**config.mk**
```make
export PLATFORM = sky130hd
export DESIGN_NAME = wb_port_arbiter
export DESIGN_NICKNAME = d
export VERILOG_FILES = /design/src/rtl/wb_port_arbiter.sv
export SDC_FILE = /design/constraint.sdc
export NUM_CORES = 1
export LEC_CHECK = 0
export ABC_AREA = 0
export BUFFER_PORTS_ARGS = -buffer_cell sky130_fd_sc_hd__clkbuf_2
export CAP_MARGIN = 20
export CELL_PAD_IN_SITES_DETAIL_PLACEMENT = 2
export CELL_PAD_IN_SITES_GLOBAL_PLACEMENT = 2
export CORE_ASPECT_RATIO = 1.4
export CORE_UTILIZATION = 35
export CTS_CLUSTER_SIZE = 25
export DETAILED_ROUTE_END_ITERATION = 8
export GPL_ROUTABILITY_DRIVEN = 0
export GPL_TIMING_DRIVEN = 0
export HOLD_SLACK_MARGIN = 0.08
export PLACE_DENSITY = 0.81
export REMOVE_ABC_BUFFERS = 1
export SETUP_SLACK_MARGIN = 0.2
export SLEW_MARGIN = 5
export SYNTH_ARGS = -nofsm -noshare
export SYNTH_HDL_FRONTEND = slang
export SYNTH_SLANG_ARGS = --single-unit
```
**constraint.sdc**
```tcl
create_clock -name clk -period 3.36 [get_ports clk]
set_clock_uncertainty 0.2 [all_clocks]
set_input_delay 0.336 -clock clk [delete_from_list [all_inputs] [get_ports clk]]
set_output_delay 0.336 -clock clk [all_outputs]
set_load 0.005 [all_outputs]
```
**src/rtl/wb_port_arbiter.sv**
```systemverilog
// Register-file write-port arbiter: the S3 ALU result always wins, multi-cycle
// results queue in a small FIFO and force a one-cycle stall if left waiting.
module wb_port_arbiter #(
   parameter int DEPTH    = 2,
   parameter int MAX_WAIT = 4
) (
   input  logic        clk,
   input  logic        rst,
   input  logic [31:0] S3_ALUOut,
   input  logic [4:0]  S3_WriteSelect,
   input  logic        S3_WriteEnable,
   input  logic [31:0] MC_Result,
   input  logic [4:0]  MC_WriteSelect,
   input  logic        MC_Valid,
   output logic        MC_Ready,
   output logic        PipeStall,
   output logic [31:0] WB_Data,
   output logic [4:0]  WB_WriteSelect,
   output logic        WB_WriteEnable
);

   localparam int PW = (DEPTH > 1) ? $clog2(DEPTH) : 1;
   localparam int CW = $clog2(DEPTH + 1);

   logic [31:0]      fifo_data [DEPTH];
   logic [4:0]       fifo_sel  [DEPTH];
   logic [DEPTH-1:0] fifo_live;
   logic [DEPTH-1:0] fifo_vld;
   logic [PW-1:0]    head_ptr;
   logic [PW-1:0]    tail_ptr;
   logic [CW-1:0]    count;
   logic [3:0]       wait_cnt;

   logic             alu_win;
   logic             head_vld;
   logic             head_live;
   logic             head_killed;
   logic             accept;
   logic             pop;
   logic             cut;
   logic             push;
   logic             push_live;
   logic [3:0]       wait_d;
   logic             stall_d;
   logic [31:0]      wb_data_d;
   logic [4:0]       wb_sel_d;
   logic             wb_we_d;

   // Ready looks only at the registered occupancy, never at a same-cycle pop.
   assign MC_Ready = (count != CW'(DEPTH));

   always_comb begin
      alu_win     = ~PipeStall & S3_WriteEnable;
      head_vld    = fifo_vld[head_ptr];
      head_live   = head_vld & fifo_live[head_ptr];
      head_killed = alu_win & (fifo_sel[head_ptr] == S3_WriteSelect);
      accept      = MC_Valid & MC_Ready;
      // A dead head is dropped even while the ALU owns the port.
      pop         = head_vld & (~alu_win | ~fifo_live[head_ptr]);
      cut         = ~alu_win & ~head_vld & accept;
      push        = accept & ~cut;
      // The MC op is older than the concurrent S3 op, so a same-register
      // result must never reach the register file after the ALU write.
      push_live   = ~(alu_win & (MC_WriteSelect == S3_WriteSelect));
   end

   always_comb begin
      wait_d = 4'd0;
      if (head_live & ~pop & ~head_killed) begin
         if (wait_cnt == 4'(MAX_WAIT))
            wait_d = wait_cnt;
         else
            wait_d = wait_cnt + 4'd1;
      end
      stall_d = (wait_d == 4'(MAX_WAIT)) & ~PipeStall;
   end

   always_comb begin
      wb_we_d   = 1'b0;
      wb_data_d = WB_Data;
      wb_sel_d  = WB_WriteSelect;
      if (alu_win) begin
         wb_we_d   = 1'b1;
         wb_data_d = S3_ALUOut;
         wb_sel_d  = S3_WriteSelect;
      end else if (head_live) begin
         wb_we_d   = 1'b1;
         wb_data_d = fifo_data[head_ptr];
         wb_sel_d  = fifo_sel[head_ptr];
      end else if (~head_vld & accept) begin
         wb_we_d   = 1'b1;
         wb_data_d = MC_Result;
         wb_sel_d  = MC_WriteSelect;
      end
   end

   always_ff @(posedge clk) begin
      if (rst) begin
         WB_Data        <= '0;
         WB_WriteSelect <= '0;
         WB_WriteEnable <= 1'b0;
         PipeStall      <= 1'b0;
         wait_cnt       <= '0;
         count          <= '0;
         head_ptr       <= '0;
         tail_ptr       <= '0;
         fifo_live      <= '0;
         fifo_vld       <= '0;
      end else begin
         WB_Data        <= wb_data_d;
         WB_WriteSelect <= wb_sel_d;
         WB_WriteEnable <= wb_we_d;
         PipeStall      <= stall_d;
         wait_cnt       <= wait_d;
         count          <= count + CW'(push) - CW'(pop);
         for (int i = 0; i < DEPTH; i++) begin
            if (alu_win && (fifo_sel[i] == S3_WriteSelect))
               fifo_live[i] <= 1'b0;
         end
         if (pop) begin
            fifo_vld[head_ptr]  <= 1'b0;
            fifo_live[head_ptr] <= 1'b0;
            head_ptr            <= head_ptr + PW'(1);
         end
         if (push) begin
            fifo_vld[tail_ptr]  <= 1'b1;
            fifo_live[tail_ptr] <= push_live;
            tail_ptr            <= tail_ptr + PW'(1);
         end
      end
   end

   always_ff @(posedge clk) begin
      if (push) begin
         fifo_data[tail_ptr] <= MC_Result;
         fifo_sel[tail_ptr]  <= MC_WriteSelect;
      end
   end

endmodule

```
==> summary.md, run 1 <==
| Metric | Value |
|---|---|
| Status | completed |
| WHS Path Cells | 3 |
| Sw Ratio | 0.2879 |
| Ys flop type | edfxtp_1 |
| Largest net degree at the start of global routing | 40 |
| Overall Power | 4.704 mW |
| All-Layer GR Usage | 0.2400 |
| Share of cells above drive strength 1 | 0.2650 |
| R2R Setup Slk | about 0.48 ns |
| Crit. Startpoint | head_ptr |
| Synth top area share | 0.4011 |
| TritonRoute pass-1 iters | 5 |
| Cells on worst reg2reg path | 6 |
| GR peak layer | met2 |
| Nets | about 740 |
| Critical path launch point type | register |
| Die area | ~16000 um2 |
| Slew margin rel. | 0.3609 |
| Avg Inst Size Synth | 11.49 um2 |
| Top post-synthesis cells by area | edfxtp_1 (40%), dfxtp_1 (19%), mux2i_1 (6.5%) |
| Number of synthesized flops with an enable pin | 74 |
| Comb pwr share | 0.196 |
| Initial Util | 0.3565 |
| Die height | between 150 and 200 um |
| Antenna-violating nets left | 0 |
| GRT met2 Usage | 0.4729 |
| Remaining DRCs | 0 |
| Crit path time final | roughly 2.9 ns |
| Net Switching | about 1.4 mW |
| First-pass GRT wire length | roughly 29000 um |
| Row count | 54 |
| Post-synth top area cell | edfxtp_1 |
| Crit path max-delay family | compound AO/OA/AOI/OAI gates |
| DR WL/cell | between 20 and 25 um |
| Detailed Route Iter0 Violations | about 120 |
| Final Hold Violating Endpoints | 0 |
| Post-Route Setup TNS | 0 ns |
| Worst Path Required | between 3 and 4 ns |
| Int Power | about 3.3 mW |
| Critical path type | reg -> reg |
| Number of library cell types mapped by synthesis | 41 |
| PortBufs | approximately 120 |
| Vias in the first global route | around 5.4k |
| Number of fill cells | about 1.5k |
| Register area share after synthesis | 0.5890 |
| Clock buffer depth | 2 |
| Leakage | around 2.9 nW |
| Largest stage delay, worst path | around 0.74 ns |
| FMAX | between 300 and 400 MHz |
| FF/Latch Area | ~3300 um2 |
| CP Depth | 6 |
| Die X | around 110 um |
| Clock share of power | 0.383 |
| Critical path fanouts, max | 39 |
| # IOs | 118 |
| Clk sinks | 126 |
| Worst skew pair latency | ~0.41 ns |
| #FFs+latches synth | roughly 130 |
| Crit-path cells | nand3_1 > o21ai_4 > a311o_2 > buf_12 > nor2_1 > a311oi_1 |
| Sequential share of power | 0.421 |
| CP bufs+invs | 1 |
| Depth of the CTS H-tree | 4 |
| RSZ-0062 raised after global routing | false |
| Capturing point of the worst reg2reg path | WB_Data[18] |
| Final Max Tran Viols | 0 |
| HP Start | S3_WriteSelect[1] |
| Global-route met3 utilization | 0.03399 |
| Initial antenna violation count | 0 |
| Worst-Margin Slew | ~0.96 ns |
| Root buf cell | clkbuf_16 |
| CTS tree | built |
| Routed wire length | 18710 um |
| Setup violators final | 0 |
| CTS clk-pin slew, worst paths | roughly 0.060 ns |
| Grt total ovfl | 0 |
| Power Density | 612.5 nW/um2 |
| Period Utilization, post-route | 0.8563 |
| N_diodes | 0 |
| Max VDD drop | ~300 uV |
| Multi-input gate area | 2110 um2 |
| Slowest cell on the critical path | a311o_2 |
| RR Startpoint | head_ptr |
| CTS Buf Count | 17 |
| Arr. time, crit path | 2.95 ns |
| Hold Crit Class | in -> reg |
| Critical path capture point type | register |
| Max Cap Violations | 0 |
| Mapped Area | between 5000 and 6000 um2 |
| DP HPWL | 10970 um |
| GRT met1 Usage | 0.2441 |
| Asr flop ratio synth | 0 |
| Worst Hold End | WB_WriteSelect[1] |
| Gate Count Post-Synth | roughly 480 |
| Area added between synthesis and finish | 38.62% |
| Via density | ~5.2 |
| Ys Warns | 0 |
| Detailed-route via count | between 4k and 5k |
| Core ar. | roughly 16000 um2 |
-- registers in the layout, indices dropped and copies added, names as in the netlist, named ones only --
| name | count |
|---|---|
| fifo_vld | 2 |
| WB_Data | 32 |
| fifo_live | 2 |
| WB_WriteSelect | 5 |
| fifo_sel | 10 |
| count | 2 |
| PipeStall | 1 |
| head_ptr | 1 |
| fifo_data | 64 |
| tail_ptr | 1 |
| WB_WriteEnable | 1 |
| wait_cnt | 4 |
-- area by class of cell --
class | instances | share of cell area
flip-flops and latches | 126 | 0.4251
well taps | 196 | 0.03193
clock buffers | 17 | 0.05539
inverters | 6 | 0.002933
multi-input cells | 310 | 0.2747
clock inverters | 15 | 0.01906
repair buffers | 194 | 0.1909
-- per-layer routing --
metal | wire length, um | vias up
li1 | - | 2116
met1 | 6951 | 2288
met4 | 498 | 0
met3 | 371 | 35
met2 | 10890 | 96
met5 | 0 | -
-- timing repair --
item / in CTS / in global routing
gates resized for setup: 0 / 0
buffers inserted: 0 / 0
hold buffers: 69 / 0
hold endpoints to repair: 106 / 0
-- power groups by stage --
stage,Clock (mW),Sequential (mW),Combinational (mW)
6_report,1.80,1.98,0.920
3_5_place_dp,0,2.01,0.830
5_1_grt,1.90,2.00,1.00
4_1_cts,1.83,1.98,0.914
2_1_floorplan,0,2.00,0.460
3_3_place_gp,0,2.02,0.724
-- cells in the final DEF (no fill, tap or decap), types with 2 or more instances in the layout --
master	n
mux2_4	2
clkbuf_16	17
clkbuf_2	117
nand2b_1	3
dlygate4sd3_1	69
mux2i_1	36
xor2_1	12
nor2b_1	2
buf_16	4
clkinvlp_4	5
clkinv_2	3
a311oi_1	26
nor4_1	2
dfxtp_1	51
clkinv_1	2
nand2_1	84
inv_1	5
nand3_1	9
a311oi_2	10
a21oi_1	4
bufinv_16	2
inv_6	2
buf_12	4
edfxtp_1	74
o211ai_1	34
xnor2_1	12
ha_1	4
nand3b_1	2
nor2_1	43
nand4_1	2
nor3_1	4
-- worst min-delay path: stages --
cell and delay [ns]:
clkbuf_2 0.15, nand2_1 0.08, a311oi_1 0.09
-- cells by family after synthesis --
| logic type | synth area share |
|---|---|
| multiplexers | 0.07453 |
| buffers and inverters | 0.03568 |
| AND/OR/NAND/NOR | 0.1215 |
| adder cells (fa/ha/maj) | 0.009034 |
| flip-flops | 0.5890 |
| XOR/XNOR | 0.03794 |
| AO/OA/AOI/OAI | 0.1323 |
-- per-stage QoR --
stage,instance area [um2],hold slack (ns),utilization,worst slack (ns),instances
final,7680,0.09647,0.4942,0.4829,864
after global routing,7680,0.1077,0.4942,0.3272,864
after detailed placement,6417,0.2909,0.4130,0.6221,763
after CTS,7680,0.08356,0.4942,0.5672,864
after floorplan,5365,0.2039,-,-1.915,442
after global placement,6196,0.2777,0.3987,-4.026,755
-- cell usage after synthesis, drive strengths merged, types with 3 or more instances --
cell type  count
a21oi          4
a311oi        36
buf           22
clkbuf        18
dfxtp         52
edfxtp        74
ha             4
inv            6
mux2           4
mux2i         36
nand2         84
nand2b         4
nand3          9
nor2          44
nor2b          3
nor3           5
o211ai        34
xnor2         12
xor2          12
-- how the worst max path moves through the flow --
stage	to	slack (ns)
2_1_floorplan	WB_WriteSelect[4]	-1.91
3_3_place_gp	WB_Data[25]	-4.03
3_5_place_dp	WB_Data[8]	0.62
4_1_cts	WB_Data[19]	0.57
5_1_grt	WB_Data[18]	0.33
6_report	WB_Data[18]	0.48
Note: power is estimated with default switching activity, not from simulation.
==> inputs of run 2 (changes only) <==
--- a/config.mk
+++ b/config.mk
@@ -8,14 +8,11 @@
 export ABC_AREA = 0
 export BUFFER_PORTS_ARGS = -buffer_cell sky130_fd_sc_hd__clkbuf_2
 export CAP_MARGIN = 20
-export CELL_PAD_IN_SITES_DETAIL_PLACEMENT = 2
-export CELL_PAD_IN_SITES_GLOBAL_PLACEMENT = 2
 export CORE_ASPECT_RATIO = 1.4
-export CORE_UTILIZATION = 35
+export CORE_UTILIZATION = 54
 export CTS_CLUSTER_SIZE = 25
 export DETAILED_ROUTE_END_ITERATION = 8
 export GPL_ROUTABILITY_DRIVEN = 0
-export GPL_TIMING_DRIVEN = 0
 export HOLD_SLACK_MARGIN = 0.08
 export PLACE_DENSITY = 0.81
 export REMOVE_ABC_BUFFERS = 1
==> run 2 against run 1 <==
Sequential power barely moved. Critical path type unchanged. Combinational power fell by 7.6%. Fmax rose by 12%.
==> summary.md, run 2 (synthesized netlist as in run 1, its figures left out) <==
| Metric | Value |
|---|---|
| Largest stage delay, worst path | between 0.6 and 0.7 ns |
| Status | completed |
| Clk sinks | 126 |
| Highest Signal Layer | met4 |
| Most frequent cells in the layout | clkbuf_2 (117), nand2_1 (84), edfxtp_1 (74) |
| CTS clk-pin slew, worst paths | 0.06 ns |
| Crit path time final | between 2 and 3 ns |
| Sequential share of power | 0.419 |
| Grt total ovfl | 0 |
| Dpl cell area | ~6200 um2 |
| Via density | 5.730 |
| Wire length on met2 | around 7600 um |
| PortBufs | about 120 |
| Routed wire length | 14380 um |
| Initial Util | 0.5566 |
| M1 WL | 5353 um |
| Critical path type | reg -> reg |
| CP bufs+invs | 1 |
| Power Density | ~620 nW/um2 |
| CTS Buf Count | 17 |
| Root buf cell | clkbuf_16 |
| TritonRoute pass-1 iters | 5 |
| All-Layer GR Usage | 0.2864 |
| Hold Worst Slack | between 0.1 and 0.15 ns |
| Metal3 WL | roughly 810 um |
| Critical path launch point type | register |
| Final Max Tran Viols | 0 |
| Crit-path cells | mux2i_1 > a311o_2 > buf_12 > nor2_1 > a311oi_1 |
| Share of cells above drive strength 1 | 0.2650 |
| Max Cap Violations | 0 |
| Layout Utilization | 0.7598 |
| Largest register FFs | 64 |
| Critical path fanouts, max | 43 |
| Antenna-violating nets left | 0 |
| Final instance area | roughly 7600 um2 |
| DP HPWL | between 8000 and 9000 um |
| Detailed Route Iter0 Violations | ~300 |
| Clock buffer depth | 2 |
| First-pass GRT wire length | approximately 23000 um |
| RSZ-0062 raised after global routing | false |
| Largest net degree at the start of global routing | 75 |
| Die X | 87.61 um |
| Post-Route Setup TNS | 0 ns |
| N_diodes | 0 |
| Arr. time, crit path | ~2.7 ns |
| Sw Ratio | 0.2604 |
| Hold Crit Class | in -> reg |
| Overall Power | 4.721 mW |
| Top flop regs | fifo_data: 64 flops, WB_Data: 32 flops, fifo_sel: 10 flops |
| Nets | between 700 and 800 |
| Final Hold Violating Endpoints | 0 |
| Comb pwr share | 0.180 |
| Area added between synthesis and finish | 36.49% |
| Vias in the first global route | between 4k and 5k |
| Setup violators final | 0 |
| Row count | 43 |
| # IOs | ~120 |
| Depth of the CTS H-tree | 4 |
| Slew margin rel. | 0.4333 |
| Detailed-route via count | approximately 4.6k |
| Net Switching | ~1.2 mW |
| Clock share of power | 0.401 |
| Initial antenna violation count | 0 |
| Most common cell after layout, fill and taps aside | clkbuf_2 |
| Slowest cell on the critical path | a311o_2 |
| Crit path max-delay family | compound AO/OA/AOI/OAI gates |
| Die height | about 120 um |
| Leakage | 2.894 nW |
| FMAX | 388.8 MHz |
| CTS resizes | 0 |
| Remaining DRCs | 0 |
| Max VDD drop | ~470 uV |
| Worst skew pair latency | ~0.4 ns |
| Die area | approximately 11000 um2 |
| Worst-Margin Slew | between 0.8 and 0.9 ns |
| Core ar. | 9953 um2 |
| DR WL/cell | around 18 um |
| Period Utilization, post-route | 0.7655 |
| Int Power | 3.491 mW |
| Most flops, register | fifo_data |
| Critical path capture point type | register |
| CTS tree | built |
| Worst Path Required | ~3.5 ns |
run 2: cell count changes in the layout (fill, tap and decap cells not counted), sizes merged:
cell	delta
buf	-1
bufinv	+2
clkbuf	+2
clkinv	+1
clkinvlp	-3
dlygate4sd3	+1
inv	-2
run 2: what timing repair did:
| item | CTS | global route |
|---|---|---|
| hold buffers | 70 | 0 |
| hold endpoints to repair | 107 | 0 |
| setup buffers | 0 | 0 |
run 2: through the flow:
stage	instances	setup WS, ns
floorplan	442	-1.915
global placement	700	0.8893
detailed placement	700	0.8040
CTS	802	0.8659
global route	803	0.6363
finish	803	0.7880
run 2: area by class of cell:
type,count,area (um2)
repair buffers,194,1384
clock buffers,19,442.9
flip-flops and latches,126,3264
multi-input cells,310,2110
fillers,581,2391
clock inverters,13,170.2
inverters,6,22.52
well taps,135,168.9
run 2: worst min-delay path, stage by stage:
cell,delay [ns]
clkbuf_2,0.15
nand2_1,0.09
a311oi_1,0.09
run 2: per-layer routing:
| layer | global-route usage | up-vias |
|---|---|---|
| met3 | 0.06640 | 58 |
| met1 | 0.3157 | 2195 |
| li1 | - | 2122 |
| met5 | 0 | - |
| met2 | 0.5063 | 226 |
| met4 | 0.1496 | 0 |
run 2: worst paths after layout:
path | start | end | slack [ns] | cells after the start
max | head_ptr | WB_Data[4] | 0.79 | 5
min | S3_WriteSelect[1] | WB_WriteSelect[1] | 0.11 | 3
max reg2reg | head_ptr | WB_Data[4] | 0.79 | 5
min reg2reg | WB_Data[13] | WB_Data[13] | 0.30 | 2
run 2: power by group through the flow:
stage	Clock (mW)	Sequential [mW]	Combinational [mW]
floorplan	0	2.00	0.460
global placement	0	1.99	0.733
detailed placement	0	2.00	0.759
CTS	1.90	1.97	0.834
global route	1.99	1.99	0.926
finish	1.90	1.98	0.850
==> inputs of run 3 (changes only) <==
--- a/config.mk
+++ b/config.mk
@@ -5,16 +5,16 @@
 export SDC_FILE = /design/constraint.sdc
 export NUM_CORES = 1
 export LEC_CHECK = 0
-export ABC_AREA = 0
+export ABC_AREA = 1
 export BUFFER_PORTS_ARGS = -buffer_cell sky130_fd_sc_hd__clkbuf_2
 export CAP_MARGIN = 20
 export CORE_ASPECT_RATIO = 1.4
-export CORE_UTILIZATION = 54
+export CORE_UTILIZATION = 55
 export CTS_CLUSTER_SIZE = 25
 export DETAILED_ROUTE_END_ITERATION = 8
 export GPL_ROUTABILITY_DRIVEN = 0
 export HOLD_SLACK_MARGIN = 0.08
-export PLACE_DENSITY = 0.81
+export PLACE_DENSITY = 0.82
 export REMOVE_ABC_BUFFERS = 1
 export SETUP_SLACK_MARGIN = 0.2
 export SLEW_MARGIN = 5
==> constraint.sdc (replaced) <==
create_clock -name clk -period 2.5 [get_ports clk]
set_clock_uncertainty 0.2 [all_clocks]
set_input_delay 0.25 -clock clk [delete_from_list [all_inputs] [get_ports clk]]
set_output_delay 0.25 -clock clk [all_outputs]
set_load 0.005 [all_outputs]
==> run 3 against run 2 <==
The flow now finishes with violations (DRC). Die area up 2.6%. Via count up 20%. Hold slack better by 0.0057 ns. Critical path type unchanged. Critical endpoint is now WB_Data[2].
==> summary.md, run 3 <==
| Metric | Value |
|---|---|
| Status | finished, violations left |
| Failing checks | DRC |
| Detailed Route Iter0 Violations | between 400 and 500 |
| Initial antenna violation count | 0 |
| Core ar. | between 10000 and 15000 um2 |
| Top post-synthesis cells by area | edfxtp_1 (38%), dfxtp_1 (18%), nand2_1 (12%) |
| FMAX | around 470 MHz |
| Final Max Tran Viols | 0 |
| TritonRoute pass-1 iters | 7 |
| CTS clk-pin slew, worst paths | roughly 0.06 ns |
| Synth top cells by count | nand2_1 (183), nor2_1 (99), edfxtp_1 (74) |
| Largest net degree at the start of global routing | 52 |
| Max VDD drop | ~630 uV |
| Die height | 123.4 um |
| Slew margin rel. | 0.6314 |
| Ys Warns | 0 |
| Depth of the CTS H-tree | 4 |
| Net Switching | between 1.5 and 2 mW |
| Die area | approximately 11000 um2 |
| Critical path fanouts, max | 20 |
| Most frequent cell after synthesis | nand2_1 |
| Area added between synthesis and finish | 34.68% |
| All-Layer GR Usage | 0.3168 |
| Crit. Startpoint | PipeStall |
| Synth top area share | 0.3838 |
| Mapped Area | between 5000 and 6000 um2 |
| Vias in the first global route | between 5k and 6k |
| Top flop regs | fifo_data: 64 flops, WB_Data: 32 flops, fifo_sel: 10 flops |
| Leakage | 3.387 nW |
| HP Start | S3_WriteSelect[0] |
| Int Power | ~4.3 mW |
| Antenna-violating nets left | 0 |
| CTS tree | built |
| Detailed-route via count | 5522 |
| FF/Latch Area | roughly 3300 um2 |
| Post-Layout Cell Count | between 1k and 1.5k |
| Via density | 5.500 |
| Largest stage delay, worst path | around 0.45 ns |
| Hold Crit Class | in -> reg |
| Multi-input gate area | 2173 um2 |
| Worst Path Required | 2.66 ns |
| Placed Instances | 900 |
| Nets | 935 |
| RSZ-0062 raised after global routing | true |
| Number of fill cells | 702 |
| Critical path launch point type | register |
| Clock buffer depth | 2 |
| Power Density | 754.7 nW/um2 |
| Most frequent cells in the layout | nand2_1 (183), clkbuf_2 (117), nor2_1 (99) |
| Comb pwr share | 0.181 |
| Post-synth top area cell | edfxtp_1 |
| Crit path time final | approximately 2.1 ns |
| Period Utilization, post-route | 0.8579 |
| Final Hold Violating Endpoints | 0 |
| Most used cell, CP | buf_4 |
| Row count | 44 |
| Asr flop ratio synth | 0 |
| DP HPWL | between 9000 and 10000 um |
| Root buf cell | clkbuf_16 |
| Clock share of power | 0.392 |
| Most common cell after layout, fill and taps aside | nand2_1 |
| N_diodes | 0 |
| Die X | around 89 um |
| Initial Util | 0.5625 |
| Most flops, register | fifo_data |
| Routed wire length | ~16000 um |
| Sw Ratio | 0.2741 |
| Max Cap Violations | 0 |
| Hold Worst Slack | approximately 0.12 ns |
| Critical path type | reg -> reg |
| Register area share after synthesis | 0.5635 |
| Gate Count Post-Synth | between 600 and 700 |
| RR Startpoint | PipeStall |
| Ys flop type | edfxtp_1 |
| Share of cells above drive strength 1 | 0.2113 |
| Postcts setup bufs | 0 |
| PortBufs | approximately 120 |
| Grt total ovfl | 0 |
| #FFs+latches synth | around 130 |
| Sequential share of power | 0.427 |
| Crit-path cells | nor2_4 > buf_4 > inv_2 > buf_4 > a31oi_4 > o211ai_1 > nand2_1 |
| Worst-Margin Slew | 0.5523 ns |
| Number of synthesized flops with an enable pin | 74 |
| Clk sinks | approximately 130 |
| Slowest cell on the critical path | a31oi_4 |
| Worst skew pair latency | 0.42 ns |
| Avg Inst Size Synth | between 8 and 9 um2 |
| Critical path capture point type | register |
| Remaining DRCs | 1 |
| # IOs | 118 |
| Largest register FFs | 64 |
| CTS Buf Count | 17 |
| DR WL/cell | 16.20 um |
| Number of library cell types mapped by synthesis | 37 |
| First-pass GRT wire length | roughly 26000 um |
| Setup violators final | 0 |
| Arr. time, crit path | 2.31 ns |
## run 3: cell types whose count changed after synthesis, moves of 11 or more
| cell | before | now |
|---|---|---|
| a21oi_1 | 4 | 22 |
| a311oi_1 | 26 | 0 |
| inv_1 | 6 | 38 |
| mux2i_1 | 36 | 0 |
| nand2_1 | 84 | 183 |
| nand4_1 | 2 | 14 |
| nor2_1 | 44 | 99 |
| o211ai_1 | 34 | 21 |
| o21ai_0 | 1 | 32 |
| o21ai_1 | 1 | 42 |
| xnor2_1 | 12 | 1 |
## run 3: cell type report
type,instances,share of cell area
Tap cell,138,0.02214
Multi-Input combinational cell,461,0.2787
Clock buffer,25,0.06225
Sequential cell,126,0.4187
Timing Repair Buffer,205,0.1893
Inverter,42,0.02086
Clock inverter,7,0.008022
## run 3: power by group through the flow
stage | registers [mW] | clock network [mW] | logic [mW]
6_report | 2.52 | 2.31 | 1.06
5_1_grt | 2.54 | 2.40 | 1.18
4_1_cts | 2.51 | 2.30 | 1.04
3_5_place_dp | 2.55 | 0 | 0.941
3_3_place_gp | 2.54 | 0 | 0.902
2_1_floorplan | 2.56 | 0 | 0.513
## run 3: worst paths after layout
check,endpoint,slack (ns),cells past startpoint
max,WB_Data[2],0.36,7
min,WB_WriteSelect[0],0.12,5
max reg2reg,WB_Data[2],0.36,7
min reg2reg,WB_Data[19],0.25,2
## run 3: per-layer routing
layer	track usage	up-vias	routed length, um
li1	-	2604	-
met1	0.3564	2569	6065
met3	0.07944	77	1004
met5	0	-	0
met2	0.5404	272	8429
met4	0.1794	0	762
## run 3: logic make-up (layout without fill, tap and decap cells)
logic type / Yosys count / in the layout / synth area share
and+or+nand+nor: 326 / 326 / 0.2314
xor gates and xnor gates: 3 / 3 / 0.004538
DFF: 126 / 126 / 0.5635
AOI/OAI and AO/OA: 128 / 128 / 0.1292
adders and majority gates: 4 / 4 / 0.008643
buffers and inverters: 77 / 279 / 0.06266
## run 3: what timing repair did
item,CTS,global route
resized for setup,0,3
endpoints found under the hold margin,117,0
hold buffers,72,0
endpoints found under the setup margin,0,17
## run 3: metrics by stage
step	util	total power [mW]	cell area (um2)	TNS, ns	setup WS [ns]
after floorplan	-	3.072	5588	-5.969	-0.1026
after global placement	0.6336	3.441	6523	0	0.4206
after detailed placement	0.6336	3.491	6523	0	0.2619
after CTS	0.7568	5.852	7791	0	0.2636
after global routing	0.7575	6.114	7799	0	0.1707
final	0.7575	5.886	7799	0	0.3552
## run 3: critical path, delay by kind of cell, from the launching register on
family                 cells  cell delay, ns
buffers and inverters      3            0.62
AO/OA/AOI/OAI              2            0.60
flip-flops                 1            0.35
AND/OR/NAND/NOR            2            0.31
